### src/rtl/can_tx_scheduler_pkg.sv
// can_tx_scheduler shared types and defaults.
// State encoding plus byte width and timing constants.
package can_pkg;

    localparam int CAN_DATA_W      = 8;
    localparam int CAN_DEPTH       = 8;
    localparam int CAN_TIMEOUT_CYC = 64;
    localparam int CAN_MAX_RETRY   = 2;
    localparam int CAN_GAP_CYC     = 2;

    typedef enum logic [1:0] {
        IDLE = 2'd0,
        REQ  = 2'd1,
        WAIT = 2'd2,
        GAP  = 2'd3
    } tx_state_e;

endpackage

### src/rtl/can_tx_scheduler_if.sv
// Host write port and controller-side bundle of can_tx_scheduler.
// master = host/controller side, slave = the scheduler.
interface can_tx_scheduler_if
    import can_pkg::*;
#(
    parameter int DATA_W = CAN_DATA_W,
    parameter int CNT_W  = $clog2(CAN_DEPTH) + 1
);
    logic [DATA_W-1:0] wr_data;
    logic              wr_valid;
    logic              wr_ready;
    logic [DATA_W-1:0] ctrl_data;
    logic              ctrl_tx_req;
    logic              ctrl_tx_done;
    logic [CNT_W-1:0]  fifo_count;
    logic              busy;
    logic              sent_pulse;
    logic              drop_pulse;

    modport master (
        output wr_data, wr_valid, ctrl_tx_done,
        input  wr_ready, ctrl_data, ctrl_tx_req,
        input  fifo_count, busy, sent_pulse, drop_pulse
    );

    modport slave (
        input  wr_data, wr_valid, ctrl_tx_done,
        output wr_ready, ctrl_data, ctrl_tx_req,
        output fifo_count, busy, sent_pulse, drop_pulse
    );

endinterface

### src/rtl/can_tx_scheduler_fifo.sv
// can_byte_fifo: synchronous byte queue for the tx scheduler.
// Occupancy kept in its own counter so full/empty never alias.
module can_byte_fifo
    import can_pkg::*;
#(
    parameter int DATA_W = CAN_DATA_W,
    parameter int DEPTH  = CAN_DEPTH,
    localparam int PW    = $clog2(DEPTH),
    localparam int CW    = $clog2(DEPTH) + 1
) (
    input  logic              clk,
    input  logic              reset,
    input  logic              push,
    input  logic              pop,
    input  logic [DATA_W-1:0] wr_data,
    output logic [DATA_W-1:0] head,
    output logic [CW-1:0]     count,
    output logic              full,
    output logic              empty
);
    logic [DATA_W-1:0] mem_q [DEPTH];
    logic [PW-1:0]     wr_ptr_q, wr_ptr_d;
    logic [PW-1:0]     rd_ptr_q, rd_ptr_d;
    logic [CW-1:0]     count_q, count_d;
    logic              push_ok;
    logic              pop_ok;

    assign full    = (count_q == CW'(DEPTH));
    assign empty   = (count_q == '0);
    assign push_ok = push && !full;
    assign pop_ok  = pop && !empty;
    assign head    = mem_q[rd_ptr_q];
    assign count   = count_q;

    // Next pointers and occupancy from the accepted push/pop.
    always_comb begin
        wr_ptr_d = wr_ptr_q;
        rd_ptr_d = rd_ptr_q;
        count_d  = count_q;
        if (push_ok) begin
            wr_ptr_d = wr_ptr_q + PW'(1);
        end
        if (pop_ok) begin
            rd_ptr_d = rd_ptr_q + PW'(1);
        end
        unique case ({push_ok, pop_ok})
            2'b10:   count_d = count_q + CW'(1);
            2'b01:   count_d = count_q - CW'(1);
            default: count_d = count_q;
        endcase
    end

    // Pointer and counter registers; reset empties the queue.
    always_ff @(posedge clk) begin
        if (reset) begin
            wr_ptr_q <= '0;
            rd_ptr_q <= '0;
            count_q  <= '0;
        end else begin
            wr_ptr_q <= wr_ptr_d;
            rd_ptr_q <= rd_ptr_d;
            count_q  <= count_d;
        end
    end

    // Storage array; contents are don't-care until written.
    always_ff @(posedge clk) begin
        if (push_ok) begin
            mem_q[wr_ptr_q] <= wr_data;
        end
    end

endmodule

### src/rtl/can_tx_scheduler.sv
// can_tx_scheduler: feeds queued host bytes to can_controller,
// one request per byte, with timeout retry/drop and an idle gap.
module can_tx_scheduler
    import can_pkg::*;
#(
    parameter int DATA_W      = CAN_DATA_W,
    parameter int DEPTH       = CAN_DEPTH,
    parameter int TIMEOUT_CYC = CAN_TIMEOUT_CYC,
    parameter int MAX_RETRY   = CAN_MAX_RETRY,
    parameter int GAP_CYC     = CAN_GAP_CYC
) (
    input  logic         clk,
    input  logic         reset,
    can_tx_scheduler_if.slave bus
);
    localparam int CW = $clog2(DEPTH) + 1;
    localparam int TW = $clog2(TIMEOUT_CYC);
    localparam int RW = $clog2(MAX_RETRY + 2);
    localparam int GW = $clog2(GAP_CYC + 1);

    tx_state_e         state_q, state_d;
    logic [TW-1:0]     timer_q, timer_d;
    logic [RW-1:0]     retry_q, retry_d;
    logic [GW-1:0]     gap_q, gap_d;
    logic [DATA_W-1:0] data_q, data_d;
    logic              req_q, req_d;
    logic              sent_q, sent_d;
    logic              drop_q, drop_d;

    logic              fifo_push;
    logic              fifo_pop;
    logic [DATA_W-1:0] fifo_head;
    logic [CW-1:0]     fifo_count;
    logic              fifo_full;
    logic              fifo_empty;

    assign fifo_push = bus.wr_valid && !fifo_full;

    can_byte_fifo #(
        .DATA_W (DATA_W),
        .DEPTH  (DEPTH)
    ) u_fifo (
        .clk     (clk),
        .reset   (reset),
        .push    (fifo_push),
        .pop     (fifo_pop),
        .wr_data (bus.wr_data),
        .head    (fifo_head),
        .count   (fifo_count),
        .full    (fifo_full),
        .empty   (fifo_empty)
    );

    // Next state, attempt timer/retry, gap counter and pulse requests.
    always_comb begin
        state_d  = state_q;
        timer_d  = timer_q;
        retry_d  = retry_q;
        gap_d    = gap_q;
        data_d   = data_q;
        fifo_pop = 1'b0;
        sent_d   = 1'b0;
        drop_d   = 1'b0;
        unique case (state_q)
            IDLE: begin
                if (!fifo_empty) begin
                    data_d  = fifo_head;
                    retry_d = '0;
                    state_d = REQ;
                end
            end
            REQ: begin
                timer_d = '0;
                state_d = WAIT;
            end
            WAIT: begin
                if (bus.ctrl_tx_done) begin
                    fifo_pop = 1'b1;
                    sent_d   = 1'b1;
                    gap_d    = '0;
                    state_d  = GAP;
                end else if (timer_q == TW'(TIMEOUT_CYC - 1)) begin
                    if (retry_q < RW'(MAX_RETRY)) begin
                        retry_d = retry_q + RW'(1);
                        state_d = REQ;
                    end else begin
                        fifo_pop = 1'b1;
                        drop_d   = 1'b1;
                        gap_d    = '0;
                        state_d  = GAP;
                    end
                end else begin
                    timer_d = timer_q + TW'(1);
                end
            end
            GAP: begin
                if (gap_q == GW'(GAP_CYC - 1)) begin
                    state_d = IDLE;
                end else begin
                    gap_d = gap_q + GW'(1);
                end
            end
            default: state_d = IDLE;
        endcase
        req_d = (state_d == REQ);
    end

    // State, counters and registered outputs.
    always_ff @(posedge clk) begin
        if (reset) begin
            state_q <= IDLE;
            timer_q <= '0;
            retry_q <= '0;
            gap_q   <= '0;
            data_q  <= '0;
            req_q   <= 1'b0;
            sent_q  <= 1'b0;
            drop_q  <= 1'b0;
        end else begin
            state_q <= state_d;
            timer_q <= timer_d;
            retry_q <= retry_d;
            gap_q   <= gap_d;
            data_q  <= data_d;
            req_q   <= req_d;
            sent_q  <= sent_d;
            drop_q  <= drop_d;
        end
    end

    assign bus.wr_ready    = !fifo_full;
    assign bus.ctrl_data   = data_q;
    assign bus.ctrl_tx_req = req_q;
    assign bus.fifo_count  = fifo_count;
    assign bus.busy        = (state_q != IDLE);
    assign bus.sent_pulse  = sent_q;
    assign bus.drop_pulse  = drop_q;

endmodule

### src/flat_wrapper.sv
// flat-port wrapper written by rule: the top's interface ports become plain ports
module can_tx_scheduler_flat import can_pkg::*;
#(
    parameter int DATA_W      = CAN_DATA_W,
    parameter int DEPTH       = CAN_DEPTH,
    parameter int TIMEOUT_CYC = CAN_TIMEOUT_CYC,
    parameter int MAX_RETRY   = CAN_MAX_RETRY,
    parameter int GAP_CYC     = CAN_GAP_CYC
)
  (clk, reset, bus_wr_data, bus_wr_valid, bus_ctrl_tx_done, bus_wr_ready, bus_ctrl_data, bus_ctrl_tx_req, bus_fifo_count, bus_busy, bus_sent_pulse, bus_drop_pulse);
  can_tx_scheduler_if #(.DATA_W(DATA_W), .CNT_W((4))) bus_i ();
  input  logic clk;
  input  logic reset;
  input wire logic [$bits(bus_i.wr_data)-1:0] bus_wr_data;
  input wire logic [$bits(bus_i.wr_valid)-1:0] bus_wr_valid;
  input wire logic [$bits(bus_i.ctrl_tx_done)-1:0] bus_ctrl_tx_done;
  output wire logic [$bits(bus_i.wr_ready)-1:0] bus_wr_ready;
  output wire logic [$bits(bus_i.ctrl_data)-1:0] bus_ctrl_data;
  output wire logic [$bits(bus_i.ctrl_tx_req)-1:0] bus_ctrl_tx_req;
  output wire logic [$bits(bus_i.fifo_count)-1:0] bus_fifo_count;
  output wire logic [$bits(bus_i.busy)-1:0] bus_busy;
  output wire logic [$bits(bus_i.sent_pulse)-1:0] bus_sent_pulse;
  output wire logic [$bits(bus_i.drop_pulse)-1:0] bus_drop_pulse;
  assign bus_i.wr_data = bus_wr_data;
  assign bus_i.wr_valid = bus_wr_valid;
  assign bus_i.ctrl_tx_done = bus_ctrl_tx_done;
  assign bus_wr_ready = bus_i.wr_ready;
  assign bus_ctrl_data = bus_i.ctrl_data;
  assign bus_ctrl_tx_req = bus_i.ctrl_tx_req;
  assign bus_fifo_count = bus_i.fifo_count;
  assign bus_busy = bus_i.busy;
  assign bus_sent_pulse = bus_i.sent_pulse;
  assign bus_drop_pulse = bus_i.drop_pulse;
  can_tx_scheduler #(.DATA_W(DATA_W), .DEPTH(DEPTH), .TIMEOUT_CYC(TIMEOUT_CYC), .MAX_RETRY(MAX_RETRY), .GAP_CYC(GAP_CYC)) u_core (.clk(clk), .reset(reset), .bus(bus_i));
endmodule
### config.mk
export PLATFORM = sky130hd
export DESIGN_NAME = can_tx_scheduler_flat
export DESIGN_NICKNAME = d
export VERILOG_FILES = /design/src/rtl/can_tx_scheduler_pkg.sv /design/src/rtl/can_tx_scheduler_if.sv /design/src/rtl/can_tx_scheduler_fifo.sv /design/src/rtl/can_tx_scheduler.sv /design/src/flat_wrapper.sv
export SDC_FILE = /design/constraint.sdc
export NUM_CORES = 1
export LEC_CHECK = 0
export ABC_AREA = 1
export CAP_MARGIN = 15
export CORE_MARGIN = 5
export CORE_UTILIZATION = 65
export CTS_BUF_LIST = sky130_fd_sc_hd__clkbuf_8
export DETAILED_ROUTE_END_ITERATION = 12
export PLACE_DENSITY = 0.87
export SYNTH_ARGS = -nofsm -noshare
export SYNTH_HDL_FRONTEND = slang
export SYNTH_SLANG_ARGS = --single-unit
### constraint.sdc
create_clock -name clk -period 3.65 [get_ports clk]
set_input_delay 0.9125 -clock clk [delete_from_list [all_inputs] [get_ports clk]]
set_output_delay 0.9125 -clock clk [all_outputs]
set_load 0.02 [all_outputs]
Yosys cells after proc, flatten, opt, wreduce, memory -nomap -nowiden:

Memories as Yosys holds them, arrays and structs flattened. A register that Yosys moved wholly into a read port is not among the register bits.
Index checks and enable logic that the tools add are counted.

* register bits: 25
* bits in latches: 0
* RAM bits: 64
* ROM bits: 0
* input bits: 12
* output and inout bits: 17
* word-level logic and storage cells: 83
* memories kept: 1

* $add $sub $neg: 7
* multiply operators: 0
* divide/modulo/power cells: 0
* order comparisons: 1
* equality and inequality tests: 17
* shift-type cells: 0
* muxes and demuxes: 27
* bitwise logic cells: 2
* reduce and logical (&&, ||, !) cells: 18

Memories
* u_core.u_fifo.mem_q: words 8, width 8, rd ports 1, clocked after memory_dff 1, wr ports 1, RTL line can_tx_scheduler_fifo.sv:21 `logic [DATA_W-1:0] mem_q [DEPTH];`

Operators with widths (number)
* $mux 2: 13
* $mux 6: 2
* $pmux 6 s2: 1
* $reduce_bool 2->1: 5
* $eq 2x1->1 const B: 4
* $ne 2x2->1 const B: 4
* $pmux 2 s2: 2
* $pmux 2 s4: 1
* $pmux 4 s2: 1
* $mux 1: 7
* $add 3x1->3 const B: 2
* $add 6x1->6 const B: 1
* $eq 2x2->1 const B: 3
* $eq 6x6->1 const B: 1
* $reduce_and 5->1: 1
* $add 2x1->2 const B: 2
* $add 4x1->4 const B: 1
* $eq 4x4->1 const B: 1
* $logic_not 4->1: 1
* $ne 2x1->1 const B: 2
* $reduce_and 4->1: 1
* $sub 4x1->4 const B: 1
* $logic_and 1x1->1: 3
* $ne 3x2->1 const B: 1
* other kinds (9): 11

Depth between registers and ports, before layout:

* depth in word-level cells: 8
* mapped depth: 16
* depth with buffers taken out: 16

By module:

A second synthesis with hierarchy kept.

* cells, all modules: 419
* area, all modules: 4289.1 sq um

By module, submodules not included
* can_byte_fifo: times used 1, cells each 276, area an instance 3218.1 sq um, seq. area each 2182.1 sq um
* can_tx_scheduler: times used 1, cells each 143, area an instance 1071.0 sq um, seq. area each 460.4 sq um

Worst setup path after synthesis:

No wires, ideal clock.

* path kind: input -> register
* from: in bus_ctrl_tx_done
* to: reg u_core.u_fifo.count_q[3] (netlist: u_core.u_fifo.count[3])
* library setup time: 0.113 ns
* arrival: 2.129 ns
* data required time: 3.537 ns
* path slack: 1.408 ns
* stages: 13
* buffers on the path: 0
* cells stage by stage: inv_1 nand2_2 nand3_4 inv_1 ha_1 ha_1 nand3_1 nand3_1 nand2_1 nand3_1 nand2_1 nand2_1 nor2_1

* longest elaborated chain between the ends: 5
* elaborated cells on any way between the ends: 7
* classes of those cells: 2 x eq/ne; 3 x mux; 2 x reduce/logical

Ends and longest elaborated chain
* from (decl): RTL line flat_wrapper.sv:16 `input wire logic [$bits(bus_i.ctrl_tx_done)-1:0] bus_ctrl_tx_done;`
* $mux 1 (*): RTL line can_tx_scheduler.sv:77 `if (bus.ctrl_tx_done) begin`
* $mux 1 (*): RTL line can_tx_scheduler.sv:64 `unique case (state_q)`
* $logic_and 1x1->1 (*): RTL line can_tx_scheduler_fifo.sv:31 `assign pop_ok = pop && !empty;`
* net u_core.u_fifo.pop_ok: RTL line can_tx_scheduler_fifo.sv:26 `logic pop_ok;`
* $eq 2x1->1 or $eq 2x2->1 (tied branches): RTL line can_tx_scheduler_fifo.sv:46 `unique case ({push_ok, pop_ok})`
* $pmux 4 s2 or $reduce_bool 2->1 (tied branches)
* to (signal assigned): RTL line can_tx_scheduler_fifo.sv:62 `count_q <= count_d;`
* to (decl): RTL line can_tx_scheduler_fifo.sv:24 `logic [CW-1:0] count_q, count_d;`

The timed path passes the listed nets; every way through them passes the cells marked *.
A chain may end at the register's enable or synchronous reset.

Final worst setup path:

* from: in bus_ctrl_tx_done
* to: reg u_core.u_fifo.count_q[2] (netlist: u_core.u_fifo.count[2])

Same word-level chain as after synthesis.

==> flow_summary.toml <==
[outcome]
outcome = "complete, no violations"

[power]
power_density_nw_per_um2 = 582
ir_drop_mv = 0.406
p_leak_nw = 1.93

[final_layout]
antenna_cells = 0
finalNetCount = 501
drive_gt1_share_pct = 9.26
regArea_sq_um = 2580
design_area_sq_um = 4840
num-fill-cells = 444
multi_input_area_sq_um = 1440
area_delta_synth_final_pct = 13.0

[synth]
synth-main-ff-cell = "edfxtp_1"
synth_edf_count = 64
ys_warn_count = 0
ys_seq_area_share_pct = 60.3
netlist_area_sq_um = 4280
async_reset_ff_share_pct = 0
syn_area_per_cell_sq_um = 9.48
synth_nets = 472
ys_types = 31
netlist_instances = 452
synth-seq-cells = 97

[worst_setup_path]
critPathCaptureType = "flip-flop"
crit_fanout = 6
crit_required_ns = 3.91
startpoint_type = "input pin"
r2r-end = "u_core.u_fifo.count[2]$_SDFFE_PP0P_"
arrival_ns = 2.95
crit_type = "input pin to flip-flop"
rrSetupSlack_ns = 1.19
ff2ff_path_depth = 13
rr_startpoint = "u_core.timer_q[0]$_SDFFE_PP0P_"

[run]
cap_violations = 0

[clocking]
clkSlewWorstSetupHoldPaths_ns = 0.09
cts_made_buffers = 9
cts_tree = "built"
postCtsSetupRepairBufs = 0
cts_hold_buf = 0
clockBufferDepth = 2
cts.sinks = 97
clockRootBuffer = "clkbuf_8"
cts_resized = 0
htreeDepth = 3
clk_latency_ns = 0.36

[sta]
max_freq_mhz = 372
clock_skew_ns = 0.00567
worst_pin_slew_ns = 0.930
hold_violations = 0
timing.final.crit_share_pct = 73.7
tns_ns = 0
max_slew_margin_pct = 37.9
maxSlewViolCount = 0
rsz0062_at_grt = "no"
post-route-min-period_ns = 2.69
finalSetupViolCount = 0

[global_routing]
grt_use_total_pct = 22.8
grt_max_degree = 35
grt_pass1_wl_microns = 15000
grt-ovfl-total = 0
antenna_found_initial = 0
grt_pass1_vias = 3169

[floorplan]
die_w_microns = 91.2
core_area_sq_um = 6390
fp.dieH_microns = 91.2
num_io_pins = 29
start_util_pct = 67.1
fp-row-count = 29
fp.dieArea_sq_um = 8310

[placed_design]
place.gp.congestion = 0.904
placed_area_sq_um = 4610
portBuffers = 28
post-dp-hpwl_microns = 6330

[worst_hold_path]
min_path_cells = 2
hold_end = "u_core.bus.ctrl_data[2]$_SDFFE_PP0P_"
hold_path.class = "flip-flop to flip-flop"
hp-start = "u_core.bus.ctrl_data[2]$_SDFFE_PP0P_"

[drt]
wirelength_microns = 9210
vias = 3218
drt-initial-drc-count = 267
post_drt_wl_per_cell_microns = 16.4
ant_nets = 0
post-route-drc-count = 0
firstDrtPassIters = 5
via_per_inst = 5.72
cells in the mapped netlist (all sizes together) (2+ instances only):
master  number  area, sq um
nor3         2         10.0
ha           7         87.6
dfxtp       33          661
clkbuf       2         7.51
xor2         2         17.5
nand3       47          270
a21oi       24          124
nor2        53          221
buf         11         65.1
nand4        3         18.8
inv         47          181
edfxtp      64         1920
nand2      133          547
o21ai       17         85.1
worst max-delay path by stage:
| stage | from | end |
|---|---|---|
| final | bus_ctrl_tx_done | u_core.u_fifo.count[2]$_SDFFE_PP0P_ |
| after global routing | bus_ctrl_tx_done | u_core.u_fifo.count[3]$_SDFFE_PP0P_ |
| after CTS | bus_ctrl_tx_done | u_core.u_fifo.count[2]$_SDFFE_PP0P_ |
| after detailed placement | bus_ctrl_tx_done | u_core.u_fifo.count[2]$_SDFFE_PP0P_ |
| after global placement | bus_ctrl_tx_done | u_core.u_fifo.count[2]$_SDFFE_PP0P_ |
| after floorplan | bus_ctrl_tx_done | u_core.u_fifo.count[3]$_SDFFE_PP0P_ |
logic make-up (layout without fill, tap and decap cells):
family / count (synthesis) / count (layout) / synth area share, %
xor+xnor: 3 / 3 / 0.614
simple gates: 240 / 240 / 25.4
fa+ha+maj: 8 / 8 / 2.51
compound gates: 43 / 43 / 5.20
flops: 97 / 97 / 60.3
buf+inv: 61 / 95 / 6.02
flip-flops by register name, summed over array words and instances (netlist names):
name,cells
u_core.gap_q,2
u_core.bus.ctrl_data,8
u_core.state_q,2
u_core.timer_q,6
u_core.u_fifo.mem_q,64
u_core.u_fifo.rd_ptr_q,3
u_core.u_fifo.count,4
u_core.bus.sent_pulse,1
u_core.u_fifo.wr_ptr_q,3
u_core.bus.ctrl_tx_req,1
u_core.retry_q,2
u_core.bus.drop_pulse,1
report_power, final:
part	internal, mW	switching (mW)
Sequential	1.25	0.0711
Combinational	0.250	0.465
Clock	0.421	0.355
Total	1.92	0.891
final cells by class:
type	instances	share of cell area, %
sequential	97	53.4
multi-input combinational	294	29.8
timing repair buffer	31	6.26
inverter	48	3.83
clock buffer	11	3.13
tap	77	1.99
clock inverter	5	1.60
layout by cell type, fill, tap and decap left out, drive strengths merged, types with 2 or more instances in the layout:
cell / n
nor2: 53
nand3: 47
clkbuf: 11
nor3: 2
nand4: 3
dfxtp: 33
buf: 3
bufinv: 2
o21ai: 17
a21oi: 24
clkdlybuf4s50: 28
edfxtp: 64
clkinv: 4
nand2: 133
ha: 7
xor2: 2
inv: 47
through the flow:
stage	power, mW	std cells	utilization, %	hold slack [ns]	setup slack, ns
2_1_floorplan	1.81	452	-	0.458	1.41
6_report	2.81	563	75.8	0.475	0.958
3_3_place_gp	2.02	547	72.2	0.457	0.764
5_1_grt	2.95	563	75.8	0.497	0.862
4_1_cts	2.82	563	75.8	0.475	1.01
3_5_place_dp	2.05	547	72.2	0.462	0.631
critical path: stages:
cell             delay, ns
clkdlybuf4s50_1       0.55
inv_1                 0.09
nand2_2               0.12
nand3_4               0.10
inv_1                 0.07
ha_1                  0.22
inv_1                 0.09
fa_1                  0.39
xnor2_1               0.14
o21ai_0               0.19
inv_1                 0.07
layer usage:
layer	up-vias	global-route usage [%]	share of wire (%)
met3	17	5.04	7.6
met4	0	9.54	1.8
met5	-	0	0
met2	140	38.3	50
li1	1546	-	-
met1	1515	28.6	40
No activity file was read; power rests on OpenSTA's default activity.
